`src/rtl/lfsr_dither_sched.sv`:
```
// Bring-up sequencer and round-robin word arbiter for the tiny SRL LFSR in the AGC dither path.
// Optional zero-word lockup detector enabled by defining LFSR_LOCKUP_DETECT_EN.
module lfsr_dither_sched #(
    parameter int NUM_REQ       = 4,
    parameter int FLUSH_CYCLES  = 16,
    parameter int WARMUP_CYCLES = 64,
    parameter int CNT_W         = 32
) (
    input  logic               clk_i,
    input  logic               rst_ni,
    input  logic               enable_i,
    input  logic               restart_i,
    output logic               lfsr_rst_o,
    output logic               lfsr_start_o,
    input  logic [2:0]         lfsr_out_i,
    input  logic [NUM_REQ-1:0] req_i,
    output logic [NUM_REQ-1:0] gnt_o,
    output logic [2:0]         data_o,
    output logic               running_o,
    output logic [CNT_W-1:0]   issued_o,
    output logic               lockup_o
);
    localparam int PTR_W = (NUM_REQ > 1) ? $clog2(NUM_REQ) : 1;
    localparam int SEQ_W = 16;

    localparam logic [2:0] S_IDLE   = 3'd0;
    localparam logic [2:0] S_FLUSH  = 3'd1;
    localparam logic [2:0] S_SEED   = 3'd2;
    localparam logic [2:0] S_WARMUP = 3'd3;
    localparam logic [2:0] S_RUN    = 3'd4;

    logic [2:0]         state_q, state_d;
    logic [SEQ_W-1:0]   seq_cnt_q, seq_cnt_d;
    logic [PTR_W-1:0]   ptr_q, ptr_d;
    logic [NUM_REQ-1:0] gnt_q, gnt_d;
    logic [2:0]         data_q, data_d;
    logic [CNT_W-1:0]   issued_q, issued_d;
    logic               lfsr_rst_q, lfsr_rst_d;
    logic               lfsr_start_q, lfsr_start_d;
    logic               running_q, running_d;
    logic               lockup_q, lockup_d;
    logic               lockup_hit;
    logic               win_vld;
    logic [PTR_W-1:0]   win_idx;

    // First requester at or above the pointer, wrapping around.
    always_comb begin
        win_vld = 1'b0;
        win_idx = '0;
        for (int i = 0; i < NUM_REQ; i++) begin
            if (!win_vld && req_i[(int'(ptr_q) + i) % NUM_REQ]) begin
                win_vld = 1'b1;
                win_idx = PTR_W'((int'(ptr_q) + i) % NUM_REQ);
            end
        end
    end

`ifdef LFSR_LOCKUP_DETECT_EN
    logic [5:0] zero_cnt_q, zero_cnt_d;

    // 40 consecutive zero words exceeds the LFSR length: the register has collapsed.
    always_comb begin
        zero_cnt_d = '0;
        lockup_hit = 1'b0;
        if (state_q == S_RUN && lfsr_out_i == 3'b000) begin
            if (zero_cnt_q == 6'd39) lockup_hit = 1'b1;
            else                     zero_cnt_d = zero_cnt_q + 6'd1;
        end
    end

    always_ff @(posedge clk_i or negedge rst_ni) begin
        if (!rst_ni) zero_cnt_q <= '0;
        else         zero_cnt_q <= zero_cnt_d;
    end
`else
    assign lockup_hit = 1'b0;
`endif

    always_comb begin
        state_d   = state_q;
        seq_cnt_d = seq_cnt_q;
        ptr_d     = ptr_q;
        gnt_d     = '0;
        data_d    = data_q;
        issued_d  = issued_q;
        lockup_d  = lockup_q | lockup_hit;
        if (restart_i) begin
            issued_d = '0;
            lockup_d = 1'b0;
        end
        if (!enable_i) begin
            state_d = S_IDLE;
        end else if (restart_i && state_q != S_IDLE) begin
            state_d   = S_FLUSH;
            seq_cnt_d = SEQ_W'(FLUSH_CYCLES - 1);
        end else begin
            case (state_q)
                S_IDLE: begin
                    state_d   = S_FLUSH;
                    seq_cnt_d = SEQ_W'(FLUSH_CYCLES - 1);
                end
                S_FLUSH: begin
                    if (seq_cnt_q == '0) state_d = S_SEED;
                    else                 seq_cnt_d = seq_cnt_q - SEQ_W'(1);
                end
                S_SEED: begin
                    state_d   = S_WARMUP;
                    seq_cnt_d = SEQ_W'(WARMUP_CYCLES - 1);
                end
                S_WARMUP: begin
                    if (seq_cnt_q == '0) state_d = S_RUN;
                    else                 seq_cnt_d = seq_cnt_q - SEQ_W'(1);
                end
                S_RUN: begin
                    if (lockup_hit) begin
                        state_d   = S_FLUSH;
                        seq_cnt_d = SEQ_W'(FLUSH_CYCLES - 1);
                    end else if (win_vld) begin
                        gnt_d[win_idx] = 1'b1;
                        data_d         = lfsr_out_i;
                        ptr_d          = (int'(win_idx) == NUM_REQ - 1) ? '0 : win_idx + PTR_W'(1);
                        if (issued_q != '1) issued_d = issued_q + CNT_W'(1);
                    end
                end
                default: state_d = S_IDLE;
            endcase
        end
        lfsr_rst_d   = (state_d == S_IDLE) || (state_d == S_FLUSH);
        lfsr_start_d = (state_d == S_SEED);
        running_d    = (state_d == S_RUN);
    end

    always_ff @(posedge clk_i or negedge rst_ni) begin
        if (!rst_ni) begin
            state_q      <= S_IDLE;
            seq_cnt_q    <= '0;
            ptr_q        <= '0;
            gnt_q        <= '0;
            data_q       <= '0;
            issued_q     <= '0;
            lfsr_rst_q   <= 1'b1;
            lfsr_start_q <= 1'b0;
            running_q    <= 1'b0;
            lockup_q     <= 1'b0;
        end else begin
            state_q      <= state_d;
            seq_cnt_q    <= seq_cnt_d;
            ptr_q        <= ptr_d;
            gnt_q        <= gnt_d;
            data_q       <= data_d;
            issued_q     <= issued_d;
            lfsr_rst_q   <= lfsr_rst_d;
            lfsr_start_q <= lfsr_start_d;
            running_q    <= running_d;
            lockup_q     <= lockup_d;
        end
    end

    assign lfsr_rst_o   = lfsr_rst_q;
    assign lfsr_start_o = lfsr_start_q;
    assign gnt_o        = gnt_q;
    assign data_o       = data_q;
    assign running_o    = running_q;
    assign issued_o     = issued_q;
    assign lockup_o     = lockup_q;

endmodule

```
`config.mk`:
```
export PLATFORM = sky130hd
export DESIGN_NAME = lfsr_dither_sched
export DESIGN_NICKNAME = d
export VERILOG_FILES = /design/src/rtl/lfsr_dither_sched.sv
export SDC_FILE = /design/constraint.sdc
export NUM_CORES = 1
export LEC_CHECK = 0
export CORE_UTILIZATION = 40
export DETAILED_ROUTE_END_ITERATION = 8
export SETUP_SLACK_MARGIN = 0.2
export SYNTH_ARGS = -nofsm -noshare
export SYNTH_HDL_FRONTEND = slang
export SYNTH_SLANG_ARGS = --single-unit
```
`constraint.sdc`:
```
create_clock -name clk_i -period 3.1 [get_ports clk_i]
set_input_delay 0.62 -clock clk_i [delete_from_list [all_inputs] [get_ports clk_i]]
set_output_delay 0.62 -clock clk_i [all_outputs]
set_load 0.02 [all_outputs]
```
# Word level (Yosys, flattened, before mapping)
# Cells that the tools add are included.
# op_classes
bitwise_logic,4
n_mux,40
n_eq_ne,10
add_sub_neg,6
n_lt_le_gt_ge,6
n_reduce_logical,20
# ops
cell,n
$mux 32,6
$pmux 16 s3,1
$add 32x1->32 const B,1
$mux 16,2
$ne 32x32->1 const B,1
$logic_not 16->1,1
$mux 4,4
$sub 16x1->16 const B,1
$pmux 3 s5,1
$lt 3x4->1 const B,3
$mux 1,12
$mux 3,4
$mux 2,5
$eq 3x2->1 const B,3
$bmux 1 s2,4
$reduce_or 2->1,4
$eq 3x1->1 const B,2
$eq 3x3->1 const B,2
$logic_not 3->1,2
$lt 2x3->1 const B,2
$logic_and 1x1->1,5
$add 2x1->2 const B,2
$add 2x2->2 const B,2
$reduce_and 4->1,1
other kinds (11),15
# word_totals
register_bits,63

# Longest topological paths before layout
# logic_depth
ltp_word,22
ltp_mapped,9

# Least setup slack after synthesis
# Ideal clock, no wire load.
# synth_path
path_kind,flip-flop to flip-flop
from,reg issued_q[0] (netlist: issued_o[0])
to,reg issued_q[14] (netlist: issued_o[14])
t_arrival_ns,2.306
path_stages_with_launch,8
required_time_ns,2.964
path_buffers,2
path_slack_ns,0.658
synth_period_minus_slack_ns,2.442
path_cell_list,dfrtp_1 ha_1 nand3_1 or4_1 o31ai_2 buf_2 buf_2 o31ai_1
# synth_between
elab_chain_cells,6
elab_cells_between_ends,7
# synth_rtl
element,line_no,source
start: declaration,37,"logic [CNT_W-1:0] issued_q, issued_d;"
start signal: assignment,151,issued_q <= issued_d;
$add 32x1->32 or $ne 32x32->1 (tied branches),122,if (issued_q != '1) issued_d = issued_q + CNT_W'(1);
$mux 32 *,122,
$mux 32 *,118,end else if (win_vld) begin
$mux 32 *,97,case (state_q)
$mux 32 *,93,end else if (restart_i && state_q != S_IDLE) begin
$mux 32 *,91,if (!enable_i) begin
via issued_d[14],37,
# Mark *: on every way through the listed nets, which the timed path passes. The rest lies on a longest branch.
# A chain may end at the register's enable or synchronous reset.

# Final worst setup path
# layout_path
from,reg issued_q[0] (netlist: issued_o[0])
to,reg issued_q[28] (netlist: issued_o[28])
# The elaborated chain is that of the path after synthesis.

==> summary.md <==
| Metric | Value |
|---|---|
| Switch share | `0.232` |
| Share of cells above drive strength 1 | `0.107` |
| DP Wirelength | `around 6500 um` |
| EDFF count, synth | `0` |
| Final Cell Area | `between 0.004 and 0.005 sq mm` |
| CTS max path bufs | `2` |
| Total negative slack | `0 ns` |
| Io pins | `54` |
| Number of buffers added on ports | `52` |
| Core area | `~0.0083 sq mm` |
| Rel. slew slack | `0.616` |
| Root Driver | `clkbuf_8` |
| Syn Inst Count | `390` |
| WL met2 | `3960 um` |
| Area grow syn2layout | `28.1%` |
| Clock Skew | `~0.0095 ns` |
| CP max FO | `12` |
| Max-cap violations | `0` |
| Cell Area, Synth | `0.00351 sq mm` |
| Most common cell after layout, fill and taps aside | `dfrtp_1` |
| Final period utilization | `0.856` |
| Sequential area share after synthesis | `0.449` |
| Post-layout minimum cycle time | `2.65 ns` |
| Min-delay worst type | `in -> async` |
| Max frequency | `0.377 GHz` |
| Residual DRC | `0` |
| Via count | `3,242` |
| Synth warnings | `0` |
| Total gr overflow | `0` |
| TritonRoute pass-1 iters | `5` |
| Post-CTS Hold Fix Bufs | `0` |
| CP arrival | `2.88 ns` |
| R2R depth | `8` |
| Largest net degree at the start of global routing | `31` |
| Syn Area/Cell | `9.01 sq um` |
| Register bit total from synthesis | `between 60 and 70` |
| Nets | `473` |
| Worst setup EP type | `register` |
| Antenna violations before repair | `0` |
| Kind of critical path | `reg -> reg` |
| Synth unique cells | `just over 60` |
| Post-Route M1 WL | `approximately 4500 um` |
| CTS tree | `done` |
| Starting Density | `0.421` |
| Net Switching | `between 0.0004 and 0.0005 W` |
| # setup viols final | `0` |
| FP Rows | `33` |
| Crit path cell chain | `ha_1 > nand3_1 > or4_1 > o31ai_4 > buf_4 > a21oi_1 > o21ai_0 > o31ai_1` |
| Worst hold slack | `0.161 ns` |
| Worst setup SP type | `register` |
| Peak supply drop | `about 0.25 mV` |
| Pleak | `1.86 nW` |
| Placed instance area | `0.00423 sq mm` |
| Int Pwr | `around 0.0015 W` |
| CP max-delay cell | `or4_1` |
| Clock power frac | `0.498` |
| Die Y | `roughly 96 um` |
| TritonCTS Buffers | `9` |
| DIE WIDTH | `95.7 um` |
| WL per Instance | `approximately 16 um` |
| First-pass GRT wire length | `roughly 15,000 um` |
| Max layer used | `met4` |
| Antenna viol nets, final | `0` |
| Combinational share of power | `0.070` |
| Reg power frac | `0.431` |
| Final Max Tran Viols | `0` |
| Final wirelength | `between 9000 and 10,000 um` |
| Worst-Skew Late Latency | `roughly 0.35 ns` |
| Die area | `a little over 0.009 sq mm` |
| Async S/R FF share, synth | `1.00` |
| Hold Vio Cnt, Final | `0` |
| DR iter-0 viols | `around 120` |
| Placer Congestion | `between 0.7 and 0.8` |
| Antenna diodes | `0` |
| Syn nets | `roughly 410` |
| Most frequent cells in the layout | `dfrtp_1, clkdlybuf4s50_1, nand2_1` |
| Vias per cell | `5.74` |
| Outcome | `complete, no violations` |
| GRT Total Usage | `0.216` |
| DR WL met3 | `397 um` |
| Clk slew on worst S/H paths | `approximately 0.08 ns` |
| Critical path's largest stage delay | `0.71 ns` |
| H-tree depth | `3` |
| Pwr dens | `~430 mW/mm^2` |
| Critical path required time | `about 3.3 ns` |
| Post-synth top flop | `dfrtp_1` |
| CTS sink cnt | `63` |
| Vias in the first global route | `3,095` |
| RSZ-0062 raised after global routing | `yes` |
| Slew @ Worst Pin | `about 0.57 ns` |
| Filler cells | `about 800` |
==> power groups by stage <==
stage | Clock [W] | Sequential (W) | Combinational (W)
floorplan | 0 | 0.000861 | 0.0000716
global placement | 0 | 0.000859 | 0.000139
detailed placement | 0 | 0.000859 | 0.000140
CTS | 0.000988 | 0.000843 | 0.000140
global route | 0.00103 | 0.000845 | 0.000158
finish | 0.000975 | 0.000843 | 0.000138
==> cell families (layout without fill, tap and decap cells) <==
group                    after synthesis  after routing  share of synthesized area
AND/OR/NAND/NOR                      160            160                      0.235
buffers and inverters                 28             98                     0.0363
flip-flops                            63             63                      0.449
XOR/XNOR                               6              6                     0.0150
multiplexers                           2              2                    0.00570
other                                  1              1                    0.00107
AO/OA/AOI/OAI                        123            123                      0.233
adder cells (fa/ha/maj)                7              7                     0.0249
==> path summary, 6_finish.rpt <==
path / start / to / slack [ns]
setup / recovery: issued_o[0] / issued_o[28] / 0.45
hold / removal: rst_ni / issued_o[27] / 0.16
setup reg to reg: issued_o[0] / issued_o[28] / 0.45
hold reg to reg: data_o[1] / data_o[1] / 0.48
max in group asynchronous: rst_ni / lfsr_rst_o / 2.19
min in group clk_i: data_o[1] / data_o[1] / 0.48
==> Yosys cell counts (2+ instances only) <==
| cell | instances | area (sq um) |
|---|---|---|
| a2111oi_0 | 2 | 17.5 |
| a211oi_1 | 2 | 15.0 |
| a21o_1 | 6 | 45.0 |
| a21oi_1 | 18 | 90.1 |
| a22o_1 | 2 | 17.5 |
| a31oi_1 | 15 | 93.8 |
| and2_1 | 8 | 50.1 |
| and3_1 | 4 | 25.0 |
| and4_1 | 5 | 43.8 |
| buf_2 | 9 | 45.0 |
| clkbuf_1 | 5 | 18.8 |
| dfrtp_1 | 62 | 1550 |
| ha_1 | 7 | 87.6 |
| inv_1 | 12 | 45.0 |
| mux2i_1 | 2 | 20.0 |
| nand2_1 | 45 | 169 |
| nand2b_1 | 3 | 18.8 |
| nand3_1 | 11 | 55.1 |
| nand3b_1 | 2 | 15.0 |
| nand4_1 | 11 | 68.8 |
| nor2_1 | 35 | 131 |
| nor2b_1 | 5 | 31.3 |
| nor3_1 | 5 | 25.0 |
| nor3b_1 | 2 | 15.0 |
| nor4_1 | 8 | 50.1 |
| nor4_2 | 2 | 25.0 |
| o21a_1 | 4 | 30.0 |
| o21ai_0 | 30 | 150 |
| o21ai_1 | 8 | 40.0 |
| o31a_1 | 2 | 17.5 |
| o31ai_1 | 12 | 90.1 |
| o31ai_2 | 2 | 25.0 |
| o41ai_1 | 5 | 43.8 |
| or2_0 | 2 | 12.5 |
| or2_2 | 2 | 12.5 |
| or3_1 | 4 | 25.0 |
| or4_1 | 2 | 15.0 |
| xnor2_1 | 5 | 43.8 |
==> worst max-delay path, delay by kind of cell, from the launching register on <==
family                   cells  cell delay, ns
adder cells (fa/ha/maj)      1            0.22
AO/OA/AOI/OAI                4            0.71
buffers and inverters        1            0.26
AND/OR/NAND/NOR              2            0.90
flip-flops                   1            0.42
==> cell type report <==
| type | count | area, sq um | area share |
|---|---|---|---|
| Sequential cell | 63 | 1580 | 0.351 |
| Clock buffer | 9 | 124 | 0.0275 |
| Timing Repair Buffer | 70 | 651 | 0.145 |
| Clock inverter | 7 | 144 | 0.0320 |
| Tap cell | 105 | 131 | 0.0292 |
| Inverter | 12 | 45.0 | 0.0100 |
| Multi-Input combinational cell | 299 | 1830 | 0.406 |
==> metal layers <==
layer  up-vias  global-route usage
met3        15              0.0427
met2        71               0.317
met1      1581               0.310
met4         0              0.0896
li1       1575                   -
met5         -                   0
==> metrics by stage <==
stage,instances,total power [W],worst slack [ns],utilization
floorplan,390,0.000933,0.658,-
global placement,549,0.000997,0.195,0.507
detailed placement,549,0.000998,0.164,0.507
CTS,565,0.00197,0.377,0.539
global route,565,0.00203,0.194,0.540
finish,565,0.00196,0.448,0.540
==> flip-flops by register name, summed over array words and instances, names as in the netlist <==
register / cells
lfsr_rst_o: 1
running_o: 1
lfsr_start_o: 1
gnt_o: 4
ptr_q: 2
seq_cnt_q: 16
data_o: 3
state_q: 3
issued_o: 32
==> what timing repair did <==
| item | CTS | global route |
|---|---|---|
| setup buffers | 0 | 0 |
| hold endpoints to repair | 0 | 0 |
| gates resized for setup | 0 | 1 |
| setup endpoints to repair | 0 | 1 |
Note: power is estimated with default switching activity, not from simulation.
